## src/rtl/gate_seq_ctrl_if.sv

```systemverilog
// Control/status bundle between the frequency-counter host logic and the gate sequencer.
// The master drives requests and configuration; the slave (sequencer) drives strobes and status.
interface gate_seq_ctrl_if #(
    parameter int W = 32
);
    logic         START;
    logic         CONT;
    logic         ABORT;
    logic         DIV_LD;
    logic [W-1:0] DIV_IN;
    logic         ACK;
    logic         CNT_CLR;
    logic         CNT_EN;
    logic         CNT_LATCH;
    logic         READY;
    logic         BUSY;
    logic         CFG_ERR;
    logic [15:0]  GATE_NUM;

    modport master (
        output START, CONT, ABORT, DIV_LD, DIV_IN, ACK,
        input  CNT_CLR, CNT_EN, CNT_LATCH, READY, BUSY, CFG_ERR, GATE_NUM
    );

    modport slave (
        input  START, CONT, ABORT, DIV_LD, DIV_IN, ACK,
        output CNT_CLR, CNT_EN, CNT_LATCH, READY, BUSY, CFG_ERR, GATE_NUM
    );
endinterface

```

## src/rtl/gate_seq_ctrl.sv

```systemverilog
// Gate-time sequencer: clear -> N enable cycles -> latch -> hold result until ACK; all outputs registered,
// CNT_CLR one cycle after START. No request queue: START while busy is dropped, result held until ACK.
module gate_seq_ctrl #(
    parameter int           W            = 32,
    parameter logic [W-1:0] DEFAULT_GATE = W'(10000000),
    parameter logic [W-1:0] MIN_GATE     = W'(2)
) (
    input  logic           CLK,
    input  logic           RST,
    gate_seq_ctrl_if.slave bus
);
    typedef enum logic [2:0] {
        S_IDLE,
        S_CLEAR,
        S_GATE,
        S_LATCH,
        S_HOLD
    } state_t;

    state_t       r_state;
    state_t       w_state_nxt;
    logic [W-1:0] r_gate_len;
    logic [W-1:0] r_timer;
    logic [W-1:0] w_gate_len_ld;
    logic [15:0]  r_gate_num;
    logic         r_cnt_clr;
    logic         r_cnt_en;
    logic         r_cnt_latch;
    logic         r_ready;
    logic         r_busy;
    logic         r_cfg_err;

    always_comb begin
        w_state_nxt   = r_state;
        w_gate_len_ld = (bus.DIV_IN < MIN_GATE) ? MIN_GATE : bus.DIV_IN;
        case (r_state)
            S_IDLE: begin
                if (bus.START) w_state_nxt = S_CLEAR;
            end
            S_CLEAR: begin
                w_state_nxt = bus.ABORT ? S_IDLE : S_GATE;
            end
            S_GATE: begin
                if (bus.ABORT)             w_state_nxt = S_IDLE;
                else if (r_timer == '0)    w_state_nxt = S_LATCH;
            end
            S_LATCH: begin
                w_state_nxt = S_HOLD;
            end
            S_HOLD: begin
                // ABORT wins over ACK, so a continuous run can always be stopped from HOLD
                if (bus.ABORT)             w_state_nxt = S_IDLE;
                else if (bus.ACK)          w_state_nxt = bus.CONT ? S_CLEAR : S_IDLE;
            end
            default: begin
                w_state_nxt = S_IDLE;
            end
        endcase
    end

    always_ff @(posedge CLK) begin
        if (RST) begin
            r_state     <= S_IDLE;
            r_gate_len  <= DEFAULT_GATE;
            r_timer     <= '0;
            r_gate_num  <= '0;
            r_cnt_clr   <= 1'b0;
            r_cnt_en    <= 1'b0;
            r_cnt_latch <= 1'b0;
            r_ready     <= 1'b0;
            r_busy      <= 1'b0;
            r_cfg_err   <= 1'b0;
        end else begin
            r_state   <= w_state_nxt;
            r_cfg_err <= bus.DIV_LD && (r_state != S_IDLE);

            if (bus.DIV_LD && (r_state == S_IDLE)) r_gate_len <= w_gate_len_ld;

            if (r_state == S_CLEAR)                      r_timer <= r_gate_len - W'(1);
            else if (r_state == S_GATE && r_timer != '0) r_timer <= r_timer - W'(1);

            if (r_state == S_LATCH) r_gate_num <= r_gate_num + 16'd1;

            // Strobes are decoded from the next state so they line up with the state they belong to
            r_cnt_clr   <= (w_state_nxt == S_CLEAR);
            r_cnt_en    <= (w_state_nxt == S_GATE);
            r_cnt_latch <= (w_state_nxt == S_LATCH);
            r_ready     <= (w_state_nxt == S_HOLD);
            r_busy      <= (w_state_nxt != S_IDLE);
        end
    end

    assign bus.CNT_CLR   = r_cnt_clr;
    assign bus.CNT_EN    = r_cnt_en;
    assign bus.CNT_LATCH = r_cnt_latch;
    assign bus.READY     = r_ready;
    assign bus.BUSY      = r_busy;
    assign bus.CFG_ERR   = r_cfg_err;
    assign bus.GATE_NUM  = r_gate_num;
endmodule

```

## src/flat_wrapper.sv

```systemverilog
// flat-port wrapper written by rule: the top's interface ports become plain ports
module gate_seq_ctrl_flat 
#(
    parameter int           W            = 32,
    parameter logic [W-1:0] DEFAULT_GATE = W'(10000000),
    parameter logic [W-1:0] MIN_GATE     = W'(2)
)
  (CLK, RST, bus_START, bus_CONT, bus_ABORT, bus_DIV_LD, bus_DIV_IN, bus_ACK, bus_CNT_CLR, bus_CNT_EN, bus_CNT_LATCH, bus_READY, bus_BUSY, bus_CFG_ERR, bus_GATE_NUM);
  gate_seq_ctrl_if #(.W(W)) bus_i ();
  input  logic CLK;
  input  logic RST;
  input wire logic [$bits(bus_i.START)-1:0] bus_START;
  input wire logic [$bits(bus_i.CONT)-1:0] bus_CONT;
  input wire logic [$bits(bus_i.ABORT)-1:0] bus_ABORT;
  input wire logic [$bits(bus_i.DIV_LD)-1:0] bus_DIV_LD;
  input wire logic [$bits(bus_i.DIV_IN)-1:0] bus_DIV_IN;
  input wire logic [$bits(bus_i.ACK)-1:0] bus_ACK;
  output wire logic [$bits(bus_i.CNT_CLR)-1:0] bus_CNT_CLR;
  output wire logic [$bits(bus_i.CNT_EN)-1:0] bus_CNT_EN;
  output wire logic [$bits(bus_i.CNT_LATCH)-1:0] bus_CNT_LATCH;
  output wire logic [$bits(bus_i.READY)-1:0] bus_READY;
  output wire logic [$bits(bus_i.BUSY)-1:0] bus_BUSY;
  output wire logic [$bits(bus_i.CFG_ERR)-1:0] bus_CFG_ERR;
  output wire logic [$bits(bus_i.GATE_NUM)-1:0] bus_GATE_NUM;
  assign bus_i.START = bus_START;
  assign bus_i.CONT = bus_CONT;
  assign bus_i.ABORT = bus_ABORT;
  assign bus_i.DIV_LD = bus_DIV_LD;
  assign bus_i.DIV_IN = bus_DIV_IN;
  assign bus_i.ACK = bus_ACK;
  assign bus_CNT_CLR = bus_i.CNT_CLR;
  assign bus_CNT_EN = bus_i.CNT_EN;
  assign bus_CNT_LATCH = bus_i.CNT_LATCH;
  assign bus_READY = bus_i.READY;
  assign bus_BUSY = bus_i.BUSY;
  assign bus_CFG_ERR = bus_i.CFG_ERR;
  assign bus_GATE_NUM = bus_i.GATE_NUM;
  gate_seq_ctrl #(.W(W), .DEFAULT_GATE(DEFAULT_GATE), .MIN_GATE(MIN_GATE)) u_core (.CLK(CLK), .RST(RST), .bus(bus_i));
endmodule
```

## config.mk

```make
export PLATFORM = sky130hd
export DESIGN_NAME = gate_seq_ctrl_flat
export DESIGN_NICKNAME = d
export VERILOG_FILES = /design/src/rtl/gate_seq_ctrl_if.sv /design/src/rtl/gate_seq_ctrl.sv /design/src/flat_wrapper.sv
export SDC_FILE = /design/constraint.sdc
export NUM_CORES = 1
export LEC_CHECK = 0
export CORE_ASPECT_RATIO = 2
export CORE_UTILIZATION = 50
export CTS_CLUSTER_SIZE = 16
export DETAILED_ROUTE_END_ITERATION = 8
export GPL_ROUTABILITY_DRIVEN = 0
export HOLD_SLACK_MARGIN = 0.12
export PLACE_DENSITY = 0.73
export SETUP_SLACK_MARGIN = 0.15
export SYNTH_ARGS = -nofsm -noshare
export SYNTH_HDL_FRONTEND = slang
export SYNTH_SLANG_ARGS = --single-unit
export TNS_END_PERCENT = 30
```

## constraint.sdc

```tcl
create_clock -name CLK -period 11.9 [get_ports CLK]
set_input_delay 1.19 -clock CLK [delete_from_list [all_inputs] [get_ports CLK]]
set_output_delay 1.19 -clock CLK [all_outputs]
set_load 0.02 [all_outputs]
```

==> reports/results.txt <==
post-synth top area share: 0.354
PnR Total Power: 0.814 mW
synth warn: 0
Mapped Area: 5040 um2
initial drt markers: 262
final non-filler cell total: 804
setup repair bufs after CTS: 0
critical path required time: 12.16 ns
R2R setup slack: 8.05 ns
DP Cell Count: 788
synth cell count leaders: nand2_1 (94), dfxtp_1 (89), a21oi_1 (49), nor2_1 (49), nor4_1 (30)
Rows: 51
post-synthesis sequential area ratio: 0.354
Synth Net Count: 677
Reg clk slew, reported paths: 0.06 ns
CTS Sinks: 89
Crit. End Element: flop
hold crit path type: reg -> reg
minimum clock period: 3.86 ns
Final Cell Area: 5930 um2
R2R cell count: 10
Setup CP Type: reg -> reg
n_diodes: 0
CP Launch Type: flop
Psw: 0.256 mW
count leader, synth: nand2_1
die height: 144 um
worst vdd ir: 0.0856 mV
pin slew with the least headroom to its limit: 1.05 ns
Post-DP Area: 5640 um2
reg2reg start: u_core.r_state[1]$_SDFF_PP0_
layout cells sized above 1: 0.0670
asr flop ratio synth: 0
H-Tree Depth: 3
Hold Violations, Final: 0
first-pass GRT wire length: 21800 um
pwr dens: 137 nW/um2
Int Pwr: 0.557 mW
switching part of the total power: 0.315
Syn Area/Cell: 7.92 um2
RSZ-0062 raised after global routing: false
Via density: 6.16
final period utilization: 0.324
P&R area growth vs syn: 17.8%
total track usage: 0.265
slowest stage delay, CP: 0.66 ns
Worst-Skew Late Latency: 0.34 ns
wire length per cell: 16.4 um
vias in the first global route: 4710
Max Cap Viol: 0
drt first pass iters: 5
TritonCTS Buffers: 9
full die area: 10500 um2
hpwl dp: 9470 um
Clock Skews: 0.00824 ns
Root Buffer: clkbuf_16
status: finished clean
initial core utilization: 0.516
Antenna Nets Post-Route: 0
HP Start: u_core.r_gate_len[24]$_SDFFE_PP0P_
Post-CTS Resized: 0
CP max stage cell: dfxtp_1
Seq pwr share: 0.422
critical path peak fanout: 71
cells along the critical path: or3b_2 -> buf_4 -> mux2i_1 -> ha_1 -> nand2b_1 -> or4_4 -> a22o_1 -> nor3b_1 -> mux2_2 -> a21oi_1
worst path arrival time: 4.12 ns
hold depth: 2
max-slew violations: 0
core footprint: 9760 um2
Yosys cell types: 72
CTS tree: done
cell taking the most area after synthesis: dfxtp_1
# DRC: 0
clock tree buffer depth: 2
Fillers: 917
Final nets: 708
DRT Wirelength: 13200 um
Post-CTS Hold Buffers: 0
Comb pwr share: 0.244
synth top area cells: dfxtp_1 (35%), nand2_1 (7.0%), a21oi_1 (4.9%)
synthesized instance count: 636
total number of vias: 4954
Sum Neg Setup Slack: 0 ns
clock power share: 0.334
upper clock frequency limit: 259 MHz
Hold EP: u_core.r_gate_len[24]$_SDFFE_PP0P_
RR Endpoint: u_core.r_timer[22]$_SDFFE_PP0P_
Post-synth EDFFs: 0
Slew Limit Headroom: 0.299
GRT Residual Overflow: 0
Top Ports: 61
Final Setup Violations: 0
initial antenna violation count: 0
Pleak: 2.08 nW
port buffer count: 60
width of the die: 73.0 um
largest net degree at the start of global routing: 89
#FFs+latches synth: 89
ys flop type: dfxtp_1
## per-layer routing
metal	wire, um	GRT usage	vias up
li1	-	-	2405
met1	5200	0.286	2337
met2	6860	0.469	164
met3	473	0.0414	48
met4	672	0.171	0
met5	0	0	-
## state kept, by name, summed over array words and instances, names as in the netlist
| register | count |
|---|---|
| u_core.bus.CNT_EN | 1 |
| u_core.bus.BUSY | 1 |
| u_core.bus.CNT_CLR | 1 |
| u_core.bus.GATE_NUM | 16 |
| u_core.r_gate_len | 32 |
| u_core.bus.READY | 1 |
| u_core.r_state | 3 |
| u_core.bus.CFG_ERR | 1 |
| u_core.bus.CNT_LATCH | 1 |
| u_core.r_timer | 32 |
## power groups by stage
stage	Clock, mW	Combinational (mW)	Sequential, mW
6_report	0.272	0.198	0.344
5_1_grt	0.290	0.217	0.346
4_1_cts	0.279	0.197	0.343
3_5_place_dp	0	0.196	0.349
3_3_place_gp	0	0.191	0.348
2_1_floorplan	0	0.150	0.340
## cells in the final DEF (no fill, tap or decap), types with 4 or more instances in the layout
master and instances:
nand3b_1 13, o21bai_1 4, buf_4 4, clkdlybuf4s50_1 59, xnor2_1 21, inv_1 4, nand4_1 8, nand3_1 17
or4_1 16, a211oi_1 12, nor3_1 25, nor2_1 49, nand2b_1 9, and2_1 4, dfxtp_1 89, and3_1 9
a31oi_1 10, xor2_1 17, o211ai_1 12, clkbuf_16 9, o22ai_1 8, mux2i_1 6, a21oi_1 49, nand2_1 94
o21ai_0 9, or3_1 13, nor4_1 30
## worst max-delay path: cells and delay by family, from the launching register on
| family | cells | cell delay (ns) |
|---|---|---|
| flip-flops | 1 | 0.66 |
| AND/OR/NAND/NOR | 4 | 1.11 |
| multiplexers | 2 | 0.63 |
| buffers and inverters | 1 | 0.55 |
| adder cells (fa/ha/maj) | 1 | 0.29 |
| AO/OA/AOI/OAI | 2 | 0.55 |
## worst max-delay path by stage
stage | cells after the start | end | from | slack, ns
floorplan | 16 | u_core.r_timer[22]$_SDFFE_PP0P_ | u_core.r_state[1]$_SDFF_PP0_ | 7.95
CTS | 10 | u_core.r_timer[22]$_SDFFE_PP0P_ | u_core.r_state[0]$_SDFF_PP0_ | 8.09
global placement | 10 | u_core.r_timer[22]$_SDFFE_PP0P_ | u_core.r_state[1]$_SDFF_PP0_ | 8.24
finish | 10 | u_core.r_timer[22]$_SDFFE_PP0P_ | u_core.r_state[1]$_SDFF_PP0_ | 8.05
detailed placement | 10 | u_core.r_timer[22]$_SDFFE_PP0P_ | u_core.r_state[1]$_SDFF_PP0_ | 8.11
global route | 10 | u_core.r_timer[22]$_SDFFE_PP0P_ | u_core.r_state[1]$_SDFF_PP0_ | 7.84
## layout make-up
cell class,count,area (um2),share of cell area
Clock inverter,4,26.3,0.00443
Clock buffer,12,267,0.0449
Tap cell,132,165,0.0278
Timing Repair Buffer,64,626,0.105
Sequential cell,89,1780,0.300
Inverter,4,15.0,0.00253
Multi-Input combinational cell,499,3050,0.515
## metrics by stage
step           hold slack (ns)  setup WS [ns]   util
2_1_floorplan            0.436           7.95      -
3_3_place_gp             0.463           8.24  0.578
3_5_place_dp             0.469           8.11  0.578
4_1_cts                  0.485           8.09  0.608
5_1_grt                  0.500           7.84  0.608
6_report                 0.479           8.05  0.608
## cell families (layout without fill, tap and decap cells)
| group | Yosys count | after routing | share of synthesized area |
|---|---|---|---|
| adders and majority gates | 2 | 2 | 0.00497 |
| xor gates and xnor gates | 38 | 38 | 0.0661 |
| AOI/OAI and AO/OA | 139 | 139 | 0.188 |
| muxes | 9 | 9 | 0.0186 |
| and+or+nand+nor | 311 | 311 | 0.328 |
| DFF | 89 | 89 | 0.354 |
| buffers and inverters | 48 | 84 | 0.0410 |
(Power assumes the default switching activity.)
